[config.mk]
export PLATFORM = sky130hd
export DESIGN_NAME = axi_res_tbl_ctrl
export DESIGN_NICKNAME = d
export VERILOG_FILES = /design/src/rtl/axi_res_tbl_ctrl.sv
export SDC_FILE = /design/constraint.sdc
export NUM_CORES = 1
export LEC_CHECK = 0
export ABC_CLOCK_PERIOD_IN_PS = 2400
export BUFFER_PORTS_ARGS = -buffer_cell sky130_fd_sc_hd__buf_2
export CAP_MARGIN = 20
export CORE_AREA = 2 2 164 166
export DETAILED_ROUTE_END_ITERATION = 10
export DIE_AREA = 0 0 166 168
export MAX_ROUTING_LAYER = met4
export PLACE_DENSITY_LB_ADDON = 0.2
export SYNTH_ARGS = -nofsm -noshare
export SYNTH_HDL_FRONTEND = slang
export SYNTH_SLANG_ARGS = --single-unit
[constraint.sdc]
create_clock -name clk_i -period 2.4 [get_ports clk_i]
set_input_delay 0 -clock clk_i [delete_from_list [all_inputs] [get_ports clk_i]]
set_output_delay 0 -clock clk_i [all_outputs]
set_load 0.005 [all_outputs]
[src/rtl/axi_res_tbl_ctrl.sv]
// ---------------------------------------------------------------------------
// axi_res_tbl_ctrl
// Front-end sequencer for the AXI reservation table used for LR/SC atomics.
// Three valid/ready request streams (plain-write clear, LR set, SC check) are
// arbitrated round-robin onto the table's clr/set/check ports, one request
// per cycle at most. A successful SC check is followed by an exclusive clear
// of the SC address before the SC response is issued, so no other request
// can slip between the check and the clear.
//
// Ports
//   clk_i, rst_ni                      clock, synchronous active-low reset
//   wr_valid_i/wr_ready_o/wr_addr_i    plain-write clear requests
//   lr_valid_i/lr_ready_o/lr_addr_i/lr_id_i        LR set requests
//   sc_valid_i/sc_ready_o/sc_addr_i/sc_id_i        SC check requests
//   sc_rsp_valid_o/sc_rsp_ready_i/sc_rsp_ok_o/sc_rsp_id_o   SC result
//   tbl_clr_*   table clear port (req/addr out, gnt in)
//   tbl_set_*   table set port (req/addr/id out, gnt in)
//   tbl_check_* table check port (req/addr/id out, res/gnt in)
// ---------------------------------------------------------------------------
module axi_res_tbl_ctrl #(
  parameter int AXI_ADDR_WIDTH = 64,
  parameter int AXI_ID_WIDTH   = 4
) (
  input  logic                      clk_i,
  input  logic                      rst_ni,
  input  logic                      wr_valid_i,
  output logic                      wr_ready_o,
  input  logic [AXI_ADDR_WIDTH-1:0] wr_addr_i,
  input  logic                      lr_valid_i,
  output logic                      lr_ready_o,
  input  logic [AXI_ADDR_WIDTH-1:0] lr_addr_i,
  input  logic [AXI_ID_WIDTH-1:0]   lr_id_i,
  input  logic                      sc_valid_i,
  output logic                      sc_ready_o,
  input  logic [AXI_ADDR_WIDTH-1:0] sc_addr_i,
  input  logic [AXI_ID_WIDTH-1:0]   sc_id_i,
  output logic                      sc_rsp_valid_o,
  input  logic                      sc_rsp_ready_i,
  output logic                      sc_rsp_ok_o,
  output logic [AXI_ID_WIDTH-1:0]   sc_rsp_id_o,
  output logic                      tbl_clr_req_o,
  output logic [AXI_ADDR_WIDTH-1:0] tbl_clr_addr_o,
  input  logic                      tbl_clr_gnt_i,
  output logic                      tbl_set_req_o,
  output logic [AXI_ADDR_WIDTH-1:0] tbl_set_addr_o,
  output logic [AXI_ID_WIDTH-1:0]   tbl_set_id_o,
  input  logic                      tbl_set_gnt_i,
  output logic                      tbl_check_req_o,
  output logic [AXI_ADDR_WIDTH-1:0] tbl_check_addr_o,
  output logic [AXI_ID_WIDTH-1:0]   tbl_check_id_o,
  input  logic                      tbl_check_res_i,
  input  logic                      tbl_check_gnt_i
);

  localparam logic [1:0] IDX_WR = 2'd0;
  localparam logic [1:0] IDX_LR = 2'd1;
  localparam logic [1:0] IDX_SC = 2'd2;

  typedef enum logic [1:0] {
    S_IDLE    = 2'd0,
    S_SC_CLR  = 2'd1,
    S_SC_RESP = 2'd2
  } state_t;

  state_t                    r_state;
  state_t                    w_state_next;
  logic [1:0]                r_rr_ptr;
  logic                      r_lock;
  logic [1:0]                r_lock_idx;
  logic [AXI_ADDR_WIDTH-1:0] r_sc_addr;
  logic [AXI_ID_WIDTH-1:0]   r_sc_id;
  logic                      r_sc_ok;

  logic [3:0] w_elig;
  logic [1:0] w_cand0;
  logic [1:0] w_cand1;
  logic [1:0] w_cand2;
  logic [1:0] w_win;
  logic       w_win_vld;
  logic       w_win_gnt;
  logic       w_gnt;
  logic       w_sc_accept;

  function automatic logic [1:0] f_inc_mod3(input logic [1:0] a);
    return (a == 2'd2) ? 2'd0 : a + 2'd1;
  endfunction

  // SC may only start from IDLE; during the exclusive clear nobody else runs.
  // Bit 3 pads the vector so any 2-bit index is in range.
  assign w_elig[IDX_WR] = wr_valid_i && (r_state != S_SC_CLR);
  assign w_elig[IDX_LR] = lr_valid_i && (r_state != S_SC_CLR);
  assign w_elig[IDX_SC] = sc_valid_i && (r_state == S_IDLE);
  assign w_elig[3]      = 1'b0;

  assign w_cand0 = r_rr_ptr;
  assign w_cand1 = f_inc_mod3(w_cand0);
  assign w_cand2 = f_inc_mod3(w_cand1);

  // Round-robin search from rr_ptr; a stalled winner stays locked in so
  // its request never changes under the table while gnt is low.
  always_comb begin
    w_win     = r_rr_ptr;
    w_win_vld = 1'b0;
    if (r_lock) begin
      w_win     = r_lock_idx;
      w_win_vld = w_elig[r_lock_idx];
    end else if (w_elig[w_cand0]) begin
      w_win     = w_cand0;
      w_win_vld = 1'b1;
    end else if (w_elig[w_cand1]) begin
      w_win     = w_cand1;
      w_win_vld = 1'b1;
    end else if (w_elig[w_cand2]) begin
      w_win     = w_cand2;
      w_win_vld = 1'b1;
    end
  end

  always_comb begin
    case (w_win)
      IDX_WR:  w_win_gnt = tbl_clr_gnt_i;
      IDX_LR:  w_win_gnt = tbl_set_gnt_i;
      IDX_SC:  w_win_gnt = tbl_check_gnt_i;
      default: w_win_gnt = 1'b0;
    endcase
  end

  assign w_gnt       = w_win_vld && w_win_gnt;
  assign w_sc_accept = w_gnt && (w_win == IDX_SC);

  // FSM: state register
  always_ff @(posedge clk_i) begin
    if (!rst_ni) begin
      r_state <= S_IDLE;
    end else begin
      r_state <= w_state_next;
    end
  end

  // FSM: next state
  always_comb begin
    w_state_next = r_state;
    case (r_state)
      S_IDLE: begin
        if (w_sc_accept) begin
          w_state_next = tbl_check_res_i ? S_SC_CLR : S_SC_RESP;
        end
      end
      S_SC_CLR: begin
        if (tbl_clr_gnt_i) begin
          w_state_next = S_SC_RESP;
        end
      end
      S_SC_RESP: begin
        if (sc_rsp_ready_i) begin
          w_state_next = S_IDLE;
        end
      end
      default: w_state_next = S_IDLE;
    endcase
  end

  // FSM: outputs. Everything is held low while reset is asserted, even
  // though the valids may already be high.
  always_comb begin
    wr_ready_o       = 1'b0;
    lr_ready_o       = 1'b0;
    sc_ready_o       = 1'b0;
    tbl_clr_req_o    = 1'b0;
    tbl_clr_addr_o   = '0;
    tbl_set_req_o    = 1'b0;
    tbl_set_addr_o   = '0;
    tbl_set_id_o     = '0;
    tbl_check_req_o  = 1'b0;
    tbl_check_addr_o = '0;
    tbl_check_id_o   = '0;
    sc_rsp_valid_o   = 1'b0;
    sc_rsp_ok_o      = 1'b0;
    if (rst_ni) begin
      if (r_state == S_SC_CLR) begin
        tbl_clr_req_o  = 1'b1;
        tbl_clr_addr_o = r_sc_addr;
      end else if (w_win_vld) begin
        case (w_win)
          IDX_WR: begin
            tbl_clr_req_o  = 1'b1;
            tbl_clr_addr_o = wr_addr_i;
            wr_ready_o     = tbl_clr_gnt_i;
          end
          IDX_LR: begin
            tbl_set_req_o  = 1'b1;
            tbl_set_addr_o = lr_addr_i;
            tbl_set_id_o   = lr_id_i;
            lr_ready_o     = tbl_set_gnt_i;
          end
          IDX_SC: begin
            tbl_check_req_o  = 1'b1;
            tbl_check_addr_o = sc_addr_i;
            tbl_check_id_o   = sc_id_i;
            sc_ready_o       = tbl_check_gnt_i;
          end
          default: ;
        endcase
      end
      sc_rsp_valid_o = (r_state == S_SC_RESP);
      sc_rsp_ok_o    = (r_state == S_SC_RESP) && r_sc_ok;
    end
  end

  assign sc_rsp_id_o = r_sc_id;

  // Arbitration and SC context. The exclusive clear never touches rr_ptr
  // because no stream wins in SC_CLR.
  always_ff @(posedge clk_i) begin
    if (!rst_ni) begin
      r_rr_ptr   <= 2'd0;
      r_lock     <= 1'b0;
      r_lock_idx <= 2'd0;
      r_sc_addr  <= '0;
      r_sc_id    <= '0;
      r_sc_ok    <= 1'b0;
    end else begin
      if (w_gnt) begin
        r_rr_ptr <= f_inc_mod3(w_win);
        r_lock   <= 1'b0;
      end else if (w_win_vld) begin
        r_lock     <= 1'b1;
        r_lock_idx <= w_win;
      end
      if (w_sc_accept) begin
        r_sc_addr <= sc_addr_i;
        r_sc_id   <= sc_id_i;
        r_sc_ok   <= tbl_check_res_i;
      end
    end
  end

endmodule

==> metrics.log <==
INFO  metric ant_nets = 0
INFO  metric max-clock-path-buffers = 2
INFO  metric period_minus_slack = 2.58 ns
INFO  metric postLayoutSetupSlackWorst = -0.185 ns
INFO  metric yosys-top-cells-area = dfxtp_1 30%, and2_1 17%, nand2_1 11%
INFO  metric clock_insertion_delay_worst_skew = 0.34 ns
INFO  metric clock_sink_count = 76
INFO  metric synth_largest_type_area_fraction = 0.300
INFO  metric max_slew.worst_pin.slew = 0.870 ns
INFO  metric critPathCapture = tbl_check_addr_o[60]
INFO  metric power.share.clock = 0.202
INFO  metric fp.dieH = 168 um
INFO  metric synth_sequential_area_ratio = 0.300
INFO  metric path_clk_slew = 0.06 ns
INFO  metric power.share.switching = 0.376
INFO  metric setup_viol = 143
INFO  metric critPathLaunchType = flip-flop
INFO  metric detail_route.drc_violations = 0
INFO  metric cts_max_level = 3
INFO  metric synth_cells = 677
INFO  metric gpl.final_weighted_congestion = 0.746
INFO  metric end_kind = primary output
INFO  metric grt_start_max_net_pins = 117
INFO  metric report.final.hold_viol_count = 0
INFO  metric synth_area = 0.00507 mm2
INFO  metric p_leak = 4.58 nW
INFO  metric timing.setup.tns = -12.37 ns
INFO  metric rsz_0062_raised_after_global_routing = yes
INFO  metric cp_data_required_time = 2.40 ns
INFO  metric timing.critical_path.arrival = 2.58 ns
INFO  metric placed_instances = 1390
INFO  metric finalWirelength = 25800 um
INFO  metric placement.io_buffers = 421
INFO  metric design.portCount = 422
INFO  metric p_int = 0.00407 W
INFO  metric skew = 0.00862 ns
INFO  metric status = finished with violations
INFO  metric worst-r2r-setup-slack = -0.02 ns
INFO  metric floorplan.initialDensity = 0.192
INFO  metric critPathMaxFanout = 7
INFO  metric relSlewSlack = 0.420
INFO  metric die-width = 166 um
INFO  metric via_count = 6711
INFO  metric finalHoldWorstSlack = 0.0339 ns
INFO  metric timing.final.max_slew_violations = 0
INFO  metric worst-r2r-cell-count = 11
INFO  metric layout.cells.most_common_list = 386 x buf_2, 142 x nand2_1, 105 x and2_1
INFO  metric design.core.area = 0.0264 mm2
INFO  metric layout.cells.most_common = buf_2
INFO  metric layout.nets = 1382
INFO  metric criticalPathCategory = flip-flop to primary output
INFO  metric clock_tree_from_tritoncts = built
INFO  metric timing.critical_path.from = r_state[1]
INFO  metric route.detailed.vias_per_inst = 4.41
INFO  metric topRoutingLayerUsed = met4
INFO  metric wl_per_cell = 17.0 um
INFO  metric reg2reg_to = r_rr_ptr[1]
INFO  metric layout-area-overhead-vs-synth = 90.9%
INFO  metric post_synth_num_cell_types = 48
INFO  metric wl_met2 = 13200 um
INFO  metric fmaxAchievable = 387 MHz
INFO  metric met3RoutedLength = 1260 um
INFO  metric clock-root-buffer = clkbuf_16
INFO  metric grt_overflow = 0
INFO  metric grt_util_all_layers = 0.164
INFO  metric fp-row-count = 60
INFO  metric violated_checks = negative setup slack
INFO  metric first_global_vias = 6363
INFO  metric wl_met1 = 10600 um
INFO  metric drt-initial-drc-count = 345
INFO  metric timing.hold.worst.class = primary input to flip-flop
INFO  metric combinationalPowerShare = 0.570
INFO  metric share_of_the_cycle_needed_by_the_critical_path_after_routing = 1.08
INFO  metric r2r-start = r_state[1]
INFO  metric placed_wire_length_estimate_after_detailed_placement = 16100 um
INFO  metric synthesis.area_per_instance = 7.48 um2
INFO  metric synth.net_count = 887
INFO  metric cts_buffers = 9
INFO  metric finalNonFillerCells = 1521
INFO  metric synth_seq_cells = 76
INFO  metric drive_gt1_frac = 0.474
INFO  metric max_vdd_drop = 283 uV
INFO  metric dieArea = 0.0279 mm2
INFO  metric max_cap_violations = 0
INFO  metric netSwitchingPower = 0.00246 W
INFO  metric total_power = 0.00653 W
INFO  metric pwr_density_cell = 675 mW/mm2
INFO  metric grt_antenna_before_repair = 3
INFO  metric synthesis.yosys.warnings = 0
INFO  metric placement.setup.worst_slack = 0.0808 ns
INFO  metric detailedRoute.firstPassIterationCount = 5
INFO  metric grt_pass1_wl = 35300 um
INFO  metric synth_top_cell_by_area = dfxtp_1
INFO  metric sequentialPowerShare = 0.228
synthesized netlist by cell type, drive strengths merged:
master / instances
nand3: 4
o21bai: 2
clkbuf: 41
or2b: 1
a31oi: 2
a41oi: 2
a21boi: 69
o21a: 2
o41ai: 2
nand2b: 3
a221oi: 1
nand2: 143
a21oi: 1
buf: 21
nor3b: 2
and4: 2
a31o: 1
nand4: 1
a22oi: 66
a211o: 1
o211ai: 2
and3b: 1
and4b: 1
mux2: 1
o21ai: 1
or3b: 1
nor2: 5
o211a: 1
a211oi: 3
dfxtp: 76
a311oi: 2
a311o: 1
a2111oi: 1
nor2b: 66
inv: 4
o41a: 1
and2: 140
nand3b: 1
and3: 1
or2: 1
layout make-up:
| class | instances | area [um2] |
|---|---|---|
| inverter | 4 | 15.0 |
| tap | 341 | 427 |
| timing repair buffer | 546 | 3940 |
| multi-input combinational | 535 | 3460 |
| fill | 2765 | 16700 |
| clock buffer | 9 | 225 |
| antenna | 3 | 7.51 |
| clock inverter | 7 | 57.6 |
| sequential | 76 | 1540 |
metrics by stage:
step                cell area (um2)  utilization
floorplan                      5070            -
global placement               7550        0.287
detailed placement             7550        0.287
CTS                            8990        0.341
global route                   9670        0.367
finish                         9670        0.367
power groups by stage:
stage,registers (W),logic [W],clock network (W)
3_5_place_dp,0.00150,0.00242,0
6_report,0.00149,0.00372,0.00132
5_1_grt,0.00151,0.00402,0.00142
2_1_floorplan,0.00146,0.00139,0
4_1_cts,0.00148,0.00320,0.00138
3_3_place_gp,0.00150,0.00242,0
critical path: stages, from the launching register on:
cell	delay (ns)
dfxtp_4	0.38
or3b_4	0.39
a311oi_2	0.33
a211o_2	0.22
nand2_4	0.07
nor2_4	0.21
buf_12	0.18
buf_12	0.10
clkbuf_16	0.13
and2_4	0.13
buf_6	0.09
routing by layer:
metal / global-route usage / vias up
met5: - / -
met4: 0.0707 / 0
li1: - / 3268
met1: 0.189 / 3136
met2: 0.281 / 266
met3: 0.0301 / 41
state kept, by name (all words and copies together), names as in the netlist:
name and cells:
r_sc_ok 1, sc_rsp_id_o 4, r_lock_idx 2, r_rr_ptr 2, r_state 2, r_sc_addr 64, r_lock 1
cell families (layout without fill, tap and decap cells):
| logic type | count (synthesis) | in the layout | share of synthesized area |
|---|---|---|---|
| and+or+nand+nor | 373 | 373 | 0.394 |
| muxes | 1 | 1 | 0.00222 |
| other | 0 | 3 | 0 |
| DFF | 76 | 76 | 0.300 |
| AOI/OAI and AO/OA | 161 | 161 | 0.245 |
| buffers and inverters | 66 | 566 | 0.0585 |
how the worst min path moves through the flow:
stage / slack (ns) / start / end / cells after the start
2_1_floorplan: 0.11 / tbl_check_gnt_i / sc_ready_o / 1
3_3_place_gp: 0.27 / sc_addr_i[31] / r_sc_addr[31] / 3
3_5_place_dp: 0.27 / lr_addr_i[59] / tbl_set_addr_o[59] / 3
4_1_cts: 0.01 / tbl_set_gnt_i / r_rr_ptr[1] / 3
5_1_grt: 0.05 / tbl_set_gnt_i / r_rr_ptr[1] / 3
6_report: 0.03 / tbl_set_gnt_i / r_rr_ptr[1] / 3
repair_timing:
item	CTS	global route
setup endpoints to repair	206	209
cloned	7	13
hold buffers	70	0
pin swaps	6	44
hold endpoints to repair	71	0
gates resized for setup	32	91
buffers inserted	16	9
Power figures use the tool's default switching activity.
